--- config.mk ---
export PLATFORM = sky130hd
export DESIGN_NAME = st2_reg_file
export DESIGN_NICKNAME = d
export VERILOG_FILES = /design/src/rtl/st2_rf_pkg.sv /design/src/rtl/st2_reg_file.sv
export SDC_FILE = /design/constraint.sdc
export NUM_CORES = 1
export LEC_CHECK = 0
export BUFFER_PORTS_ARGS = -buffer_cell sky130_fd_sc_hd__buf_2
export CAP_MARGIN = 10
export CORE_MARGIN = 2
export CORE_UTILIZATION = 62
export DETAILED_ROUTE_END_ITERATION = 8
export PLACE_DENSITY_LB_ADDON = 0.05
export SLEW_MARGIN = 20
export SYNTH_ARGS = -nofsm -noshare
export SYNTH_HDL_FRONTEND = slang
export SYNTH_SLANG_ARGS = --single-unit
--- constraint.sdc ---
create_clock -name clk -period 3.15 [get_ports clk]
set_input_delay 0.4725 -clock clk [delete_from_list [all_inputs] [get_ports clk]]
set_output_delay 0.4725 -clock clk [all_outputs]
set_load 0.01 [all_outputs]
--- src/rtl/st2_rf_pkg.sv ---
// Shared constants for the stage-2 (decode) register file.
// Widths, the R15 index, the R15-redirect opcode and the regWrite bit positions.
package st2_rf_pkg;

    localparam int DEF_DATA_W = 16;
    localparam int DEF_ADDR_W = 4;

    localparam logic [3:0] R15_IDX      = 4'd15;
    localparam logic [3:0] OPC_READ_R15 = 4'b0101;

    localparam int WE_PORT1 = 1;
    localparam int WE_PORT2 = 0;

endpackage

--- src/rtl/st2_reg_file.sv ---
// Decode-stage register file: 16 x 16-bit registers, two combinational read ports,
// two write ports plus a dedicated R15 write. Optional macro ST2_RF_PRESET_EN makes reset load regs[i] = i.
module st2_reg_file
    import st2_rf_pkg::*;
#(
    parameter int DATA_W = DEF_DATA_W,
    parameter int ADDR_W = DEF_ADDR_W
) (
    input  logic              clk,
    input  logic              rst,
    input  logic [ADDR_W-1:0] ReadReg1,
    input  logic [ADDR_W-1:0] ReadReg2,
    input  logic [3:0]        Opcode,
    input  logic [ADDR_W-1:0] WriteReg1,
    input  logic [ADDR_W-1:0] WriteReg2,
    input  logic [DATA_W-1:0] WriteDataReg1,
    input  logic [DATA_W-1:0] WriteDataReg2,
    input  logic              WriteR15,
    input  logic [1:0]        regWrite,
    output logic [DATA_W-1:0] ReadDataReg1,
    output logic [DATA_W-1:0] ReadDataReg2
);

    localparam int DEPTH = 2 ** ADDR_W;
    localparam logic [ADDR_W-1:0] R15_ADDR = ADDR_W'(R15_IDX);

    logic [DATA_W-1:0] regs_r [DEPTH];
    logic [ADDR_W-1:0] rd2_idx_s;

    // Register storage: reset, then writes; later assignments win so WriteR15 > port 1 > port 2.
    always_ff @(posedge clk) begin
        if (rst) begin
            for (int i = 0; i < DEPTH; i++) begin
`ifdef ST2_RF_PRESET_EN
                regs_r[i] <= DATA_W'(i);
`else
                regs_r[i] <= {DATA_W{1'b0}};
`endif
            end
        end else begin
            if (regWrite[WE_PORT2]) begin
                regs_r[WriteReg2] <= WriteDataReg2;
            end
            if (regWrite[WE_PORT1]) begin
                regs_r[WriteReg1] <= WriteDataReg1;
            end
            if (WriteR15) begin
                regs_r[R15_ADDR] <= WriteDataReg2;
            end
        end
    end

    // Read port 2 index: opcode 0101 redirects it to R15 (wide-result high word).
    always_comb begin
        rd2_idx_s = ReadReg2;
        if (Opcode == OPC_READ_R15) begin
            rd2_idx_s = R15_ADDR;
        end else begin
            rd2_idx_s = ReadReg2;
        end
    end

    // Combinational reads from stored contents only; no write bypass.
    always_comb begin
        ReadDataReg1 = regs_r[ReadReg1];
        ReadDataReg2 = regs_r[rd2_idx_s];
    end

endmodule

==> flow_metrics.py, run 1 <==
metrics = {
    "timing": {
        "setup_violations": 0,
        "drv_slew": 0,
        "slew_headroom_pct": 16.42,
        "fmaxAchievable_mhz": 351.4,
        "tightest_slew_ps": 1250,
        "fin_setup_tns_ps": 0,
        "finalHoldViolCount": 0,
        "rsz0062_at_grt": "no",
        "finalCriticalPeriod_ps": 2846,
        "fin_crit_sh_pct": 90.34,
    },
    "yosys": {
        "syn_area_um2": 15200,
        "synth_top_flop_cell": "edfxtp_1",
        "async_reset_ff_share_pct": 0,
        "synth.largest_area_cell": "edfxtp_1",
        "syn_nets": 1208,
        "synth_seq_cells": 256,
        "synth_area_leaders": "edfxtp_1 (51%), a22o_1 (16%), mux4_2 (12%)",
        "synth_edf_count": 256,
        "synth_top_area_share_pct": 50.57,
        "syn_avg_cell_area_um2": 13.21,
        "postSynthCellCount": 1151,
        "yosysSeqAreaShare_pct": 50.57,
        "ys_types": 44,
        "yosysWarnings": 0,
    },
    "setup_path": {
        "path_cells": "buf_2 > nand4bb_4 > nand3_1 > buf_4 > nand4_1 > a22o_1 > buf_2",
        "cp-end-kind": "output pin",
        "cp_slowest_cell": "nand4bb_4",
        "critPathArrivalTime_ps": 2370,
        "cpPeakStageDelay_ps": 540,
        "crit_top_cell": "buf_2",
        "critPathKind": "input pin to output pin",
        "critPathMaxFanout": 22,
        "cp-start-kind": "input pin",
        "crit_required_ps": 2680,
        "worst-path-buf-inv": 3,
        "path_delay_family": "simple AND/OR/NAND/NOR gates",
    },
    "route": {
        "wl_per_cell_um": 36.99,
        "antenna_left": 0,
        "drc": 0,
        "wl_um": 56820,
        "viasPerCell": 7.997,
        "dr.pass1.iters": 8,
        "via_count": 12283,
        "drtIter0Drc": 1988,
    },
    "global_routing": {
        "grt_pass1_wl_um": 81850,
        "grt_overflow": 0,
        "antenna_found_initial": 3,
        "track_usage_pct": 44.10,
        "grt_max_degree": 36,
        "grt_pass1_vias": 12056,
    },
    "worst_hold_path": {
        "hp-class": "input pin to flop",
    },
    "placement": {
        "port_buffers": 88,
        "hpwlAfterDp_um": 37420,
        "dp.cells": 1484,
        "gp_congestion": 0.9645,
    },
    "pwr": {
        "combPwrFrac_pct": 15.6,
        "power.net_switching_w": 0.002301,
        "clockPowerShare_pct": 36.8,
        "p_sw_share_pct": 26.59,
        "powerDensity_nw_per_um2": 506.3,
        "internal_power_w": 0.006353,
        "vdd_drop_max_mv": 0.4659,
        "p_leak_nw": 6.105,
        "p_seq_share_pct": 47.6,
    },
    "cts": {
        "clockBufferDepth": 3,
        "cts_root_buf": "clkbuf_16",
        "cts_buffers": 28,
        "cts_tree": "yes",
        "path_clk_slew_ps": 60,
        "ctsResizeCount": 0,
        "cts_max_level": 1,
        "cts_hold_buf": 0,
        "post-cts-setup-buffer-count": 0,
        "numClockSinks": 256,
    },
    "run_status": {
        "status": "completed",
    },
    "finish": {
        "drive_above_1_share_pct": 30.55,
        "syn_to_final_growth_pct": 12.44,
        "top_register": "regs_r",
        "largest_reg_flops": 256,
        "stdcell_count": 1536,
        "nets": 1247,
        "reg_top3": "regs_r x256",
    },
    "floorplan": {
        "die_w_um": 160.6,
        "die_h_um": 160.6,
        "rows": 57,
        "core_area_um2": 24180,
        "num_io_pins": 89,
        "initial_core_util_pct": 62.88,
        "fp.dieArea_um2": 25790,
    },
    "run": {
        "drv_cap": 0,
    },
}
## kinds of logic (layout without fill, tap and decap cells)
group / Yosys count / count (layout) / synth area share (%)
AND/OR/NAND/NOR: 190 / 190 / 7.251
other: 0 / 1 / 0
multiplexers: 159 / 159 / 17.55
buffers and inverters: 182 / 242 / 4.856
flip-flops: 256 / 256 / 50.57
AO/OA/AOI/OAI: 364 / 364 / 19.78
## cell type report
type | instances | area [µm²]
sequential | 256 | 7687
clock buffer | 37 | 755.7
antenna | 1 | 2.502
timing repair buffer | 186 | 1246
multi-input combinational | 713 | 6868
clock inverter | 14 | 110.1
fill | 1699 | 7083
tap | 324 | 405.4
inverter | 5 | 18.77
## synth_stat cells (2+ instances only)
library cell    n
a21oi_1        17
a22o_1        270
and3_1          2
buf_1          40
buf_2          38
clkbuf_1       98
edfxtp_1      256
inv_1           4
mux2_2         30
mux2i_1        46
mux4_2         83
nand2_1        34
nand2b_1        4
nand3_1        45
nand4_1        28
nand4b_1        2
nand4bb_1       5
nor2_1         23
nor2_2          4
nor2b_1         6
nor3_1          7
nor3_2         14
o211ai_1       14
o21ai_0        26
o221ai_1       28
o32ai_1         3
or3_1           6
or4b_1          2
## final timing paths
check,to,slack (ps),depth (start not counted),startpoint
setup / recovery,ReadDataReg2[10],300,7,Opcode[3]
hold / removal,regs_r[15][1],480,2,WriteDataReg1[1]
## placed cells by master (no fill, tap or decap), types with 29 or more instances in the layout
cell	netlist	layout
a22o_1	270	270
nand2_1	34	34
clkbuf_16	0	29
mux4_2	83	83
nand3_1	45	45
mux2i_1	46	46
buf_4	0	96
mux2_2	30	30
buf_2	38	85
edfxtp_1	256	256
## routing by layer
metal | GRT usage, % | wire length [µm] | vias to the layer above
li1 | - | - | 4856
met1 | 58.86 | 19960 | 6072
met2 | 65.56 | 25180 | 1127
met3 | 13.35 | 8168 | 224
met4 | 23.63 | 3485 | 4
met5 | 0 | 27 | -
## through the flow
stage	instance area (µm²)	setup slack, ps	power (W)	hold WS (ps)	util [%]
floorplan	15200	374.6	0.004935	908.6	-
global placement	16210	413.4	0.005454	1024	67.03
detailed placement	16220	364.2	0.005477	1026	67.09
CTS	17090	415.7	0.008581	460.0	70.67
global route	17090	294.4	0.008839	491.5	70.69
finish	17090	304.2	0.008654	476.7	70.70
## power by group through the flow
| stage | logic, W | clock network [W] | registers (W) |
|---|---|---|---|
| detailed placement | 0.00130 | 0 | 0.00417 |
| finish | 0.00135 | 0.00319 | 0.00412 |
| floorplan | 0.000811 | 0 | 0.00412 |
| global route | 0.00139 | 0.00332 | 0.00413 |
| global placement | 0.00129 | 0 | 0.00416 |
| CTS | 0.00131 | 0.00317 | 0.00410 |
(Power assumes the default switching activity.)
==> run 2: changes to the inputs <==
Settings changed: CORE_UTILIZATION 62 to 65, RECOVER_POWER from default to 100, SLEW_MARGIN 20 to default.
Clock period 3.15 ns to 3.3 ns, I/O delays scaled along.
==> run 2 against run 1 <==
  * The run now ends with capacitance limit, slew limit left
  * Power down 1.8%
  * Cell count fell by 0.91%
  * Setup slack got worse by 90 ps
  * Non-clock buffer count is 8 lower
  * Critical endpoint is now ReadDataReg2[11]
  * Largest power group unchanged
  * Highest routed layer unchanged
==> flow_metrics.py, run 2 (synthesis gave the netlist of run 1 again) <==
metrics = {
    "cts": {
        "cts_root_buf": "clkbuf_16",
        "post-cts-setup-buffer-count": 0,
        "numClockSinks": 256,
        "ctsResizeCount": 0,
        "cts_hold_buf": 0,
        "path_clk_slew_ps": 60,
        "cts_max_level": 1,
        "cts_tree": "yes",
        "clockBufferDepth": 3,
        "cts_buffers": 28,
    },
    "finish": {
        "design_area_um2": 16920,
        "nets": 1239,
        "top_register": "regs_r",
        "drive_above_1_share_pct": 25.10,
        "reg_top3": "regs_r x256",
        "final_cell_mix": "a22o_1 (270), edfxtp_1 (256), mux4_2 (83)",
        "syn_to_final_growth_pct": 11.28,
        "largest_reg_flops": 256,
        "post-route-util_pct": 74.27,
        "final_common_cell": "a22o_1",
    },
    "setup_path": {
        "path_cells": "buf_2 > clkbuf_2 > nor2b_1 > clkbuf_1 > nand3_1 > nand4_1 > a22o_1 > clkbuf_1",
        "critPathArrivalTime_ps": 2590,
        "critPathMaxFanout": 11,
        "cpPeakStageDelay_ps": 540,
        "path_delay_family": "buffers and inverters",
        "cp_slowest_cell": "nor2b_1",
        "crit_required_ps": 2800,
        "worst-path-buf-inv": 4,
        "critPathKind": "input pin to output pin",
        "cp-start-kind": "input pin",
        "cp-end-kind": "output pin",
        "crit_top_cell": "clkbuf_1",
    },
    "timing": {
        "rsz0062_at_grt": "no",
        "drv_slew": 124,
        "setup_slack_ps": 213.9,
        "slew_headroom_pct": -26.82,
        "fmaxAchievable_mhz": 324.0,
        "tightest_slew_ps": 1882,
        "finalHoldViolCount": 0,
        "fin_setup_tns_ps": 0,
        "fin_crit_sh_pct": 93.52,
        "setup_violations": 0,
        "finalCriticalPeriod_ps": 3086,
    },
    "run_status": {
        "violations": "capacitance limit, slew limit",
        "status": "complete, but fails checks",
    },
    "route": {
        "via_count": 12509,
        "drc": 0,
        "wl_um": 57020,
        "wl_per_cell_um": 37.46,
        "dr.pass1.iters": 7,
        "drtIter0Drc": 2150,
        "viasPerCell": 8.219,
        "antenna_left": 0,
    },
    "floorplan": {
        "rows": 55,
        "die_h_um": 156.9,
        "initial_core_util_pct": 66.74,
        "fp.dieArea_um2": 24630,
        "num_io_pins": 89,
        "die_w_um": 156.9,
        "core_area_um2": 22780,
    },
    "global_routing": {
        "grt_overflow": 0,
        "grt_pass1_vias": 12307,
        "track_usage_pct": 47.40,
        "grt_max_degree": 59,
        "grt_pass1_wl_um": 82240,
        "antenna_found_initial": 10,
    },
    "placement": {
        "place_area_um2": 16190,
        "hpwlAfterDp_um": 35680,
        "pre_cts_ws_ps": 426.3,
        "gp_congestion": 0.9458,
        "port_buffers": 88,
    },
    "pwr": {
        "powerDensity_nw_per_um2": 502.5,
        "p_leak_nw": 5.942,
        "vdd_drop_max_mv": 0.4507,
    },
    "worst_hold_path": {
        "whs_path_depth": 2,
        "hold-path-endpoint": "regs_r[10][15]",
        "hp-class": "input pin to flop",
        "hp-start": "WriteDataReg2[15]",
    },
    "run": {
        "drv_cap": 9,
    },
}
[run 2: cell types whose count changed in the layout (fill, tap and decap cells not counted), sizes merged]
| cell | delta |
|---|---|
| bufinv | +3 |
| clkbuf | +58 |
| buf | -71 |
| diode | +5 |
| clkinvlp | +1 |
| clkinv | +1 |
[run 2: final cells by class]
cell class	instances	area (µm²)
Antenna cell	6	15.01
Clock buffer	32	737.0
Clock inverter	19	226.5
Fill cell	1549	5861
Inverter	5	18.77
Multi-Input combinational cell	713	6760
Sequential cell	256	7687
Tap cell	313	391.6
Timing Repair Buffer	178	1081
[run 2: how the worst max path moves through the flow]
stage                             to  cells past startpoint         from
CTS                  ReadDataReg1[1]                      5  ReadReg1[0]
floorplan               regs_r[1][0]                      3          rst
global route         ReadDataReg2[5]                      8  ReadReg2[1]
finish              ReadDataReg2[11]                      8  ReadReg2[1]
detailed placement   ReadDataReg2[2]                      7    Opcode[3]
global placement     ReadDataReg1[1]                      5  ReadReg1[0]
[run 2: routing by layer]
metal  up-vias  share of wire [%]  global-route usage [%]
met3       364                 16                   17.79
met1      6022                 32                   58.62
met2      1269                 44                   70.11
met5         -              0.096                       0
met4         8                8.1                   31.32
li1       4846                  -                       -
[run 2: stage by stage]
stage	instances	power [W]	hold slack [ps]
after floorplan	1151	0.004711	931.1
after global placement	1465	0.005173	1016
after detailed placement	1465	0.005206	1006
after CTS	1516	0.008449	443.7
after global routing	1520	0.008653	470.0
final	1522	0.008500	459.7
[run 2: power by group]
group          total [W]  internal (W)  switching (W)
sequential       0.00394       0.00381       0.000134
combinational    0.00123      0.000485       0.000749
clock            0.00332       0.00199        0.00134
total            0.00850       0.00628        0.00222
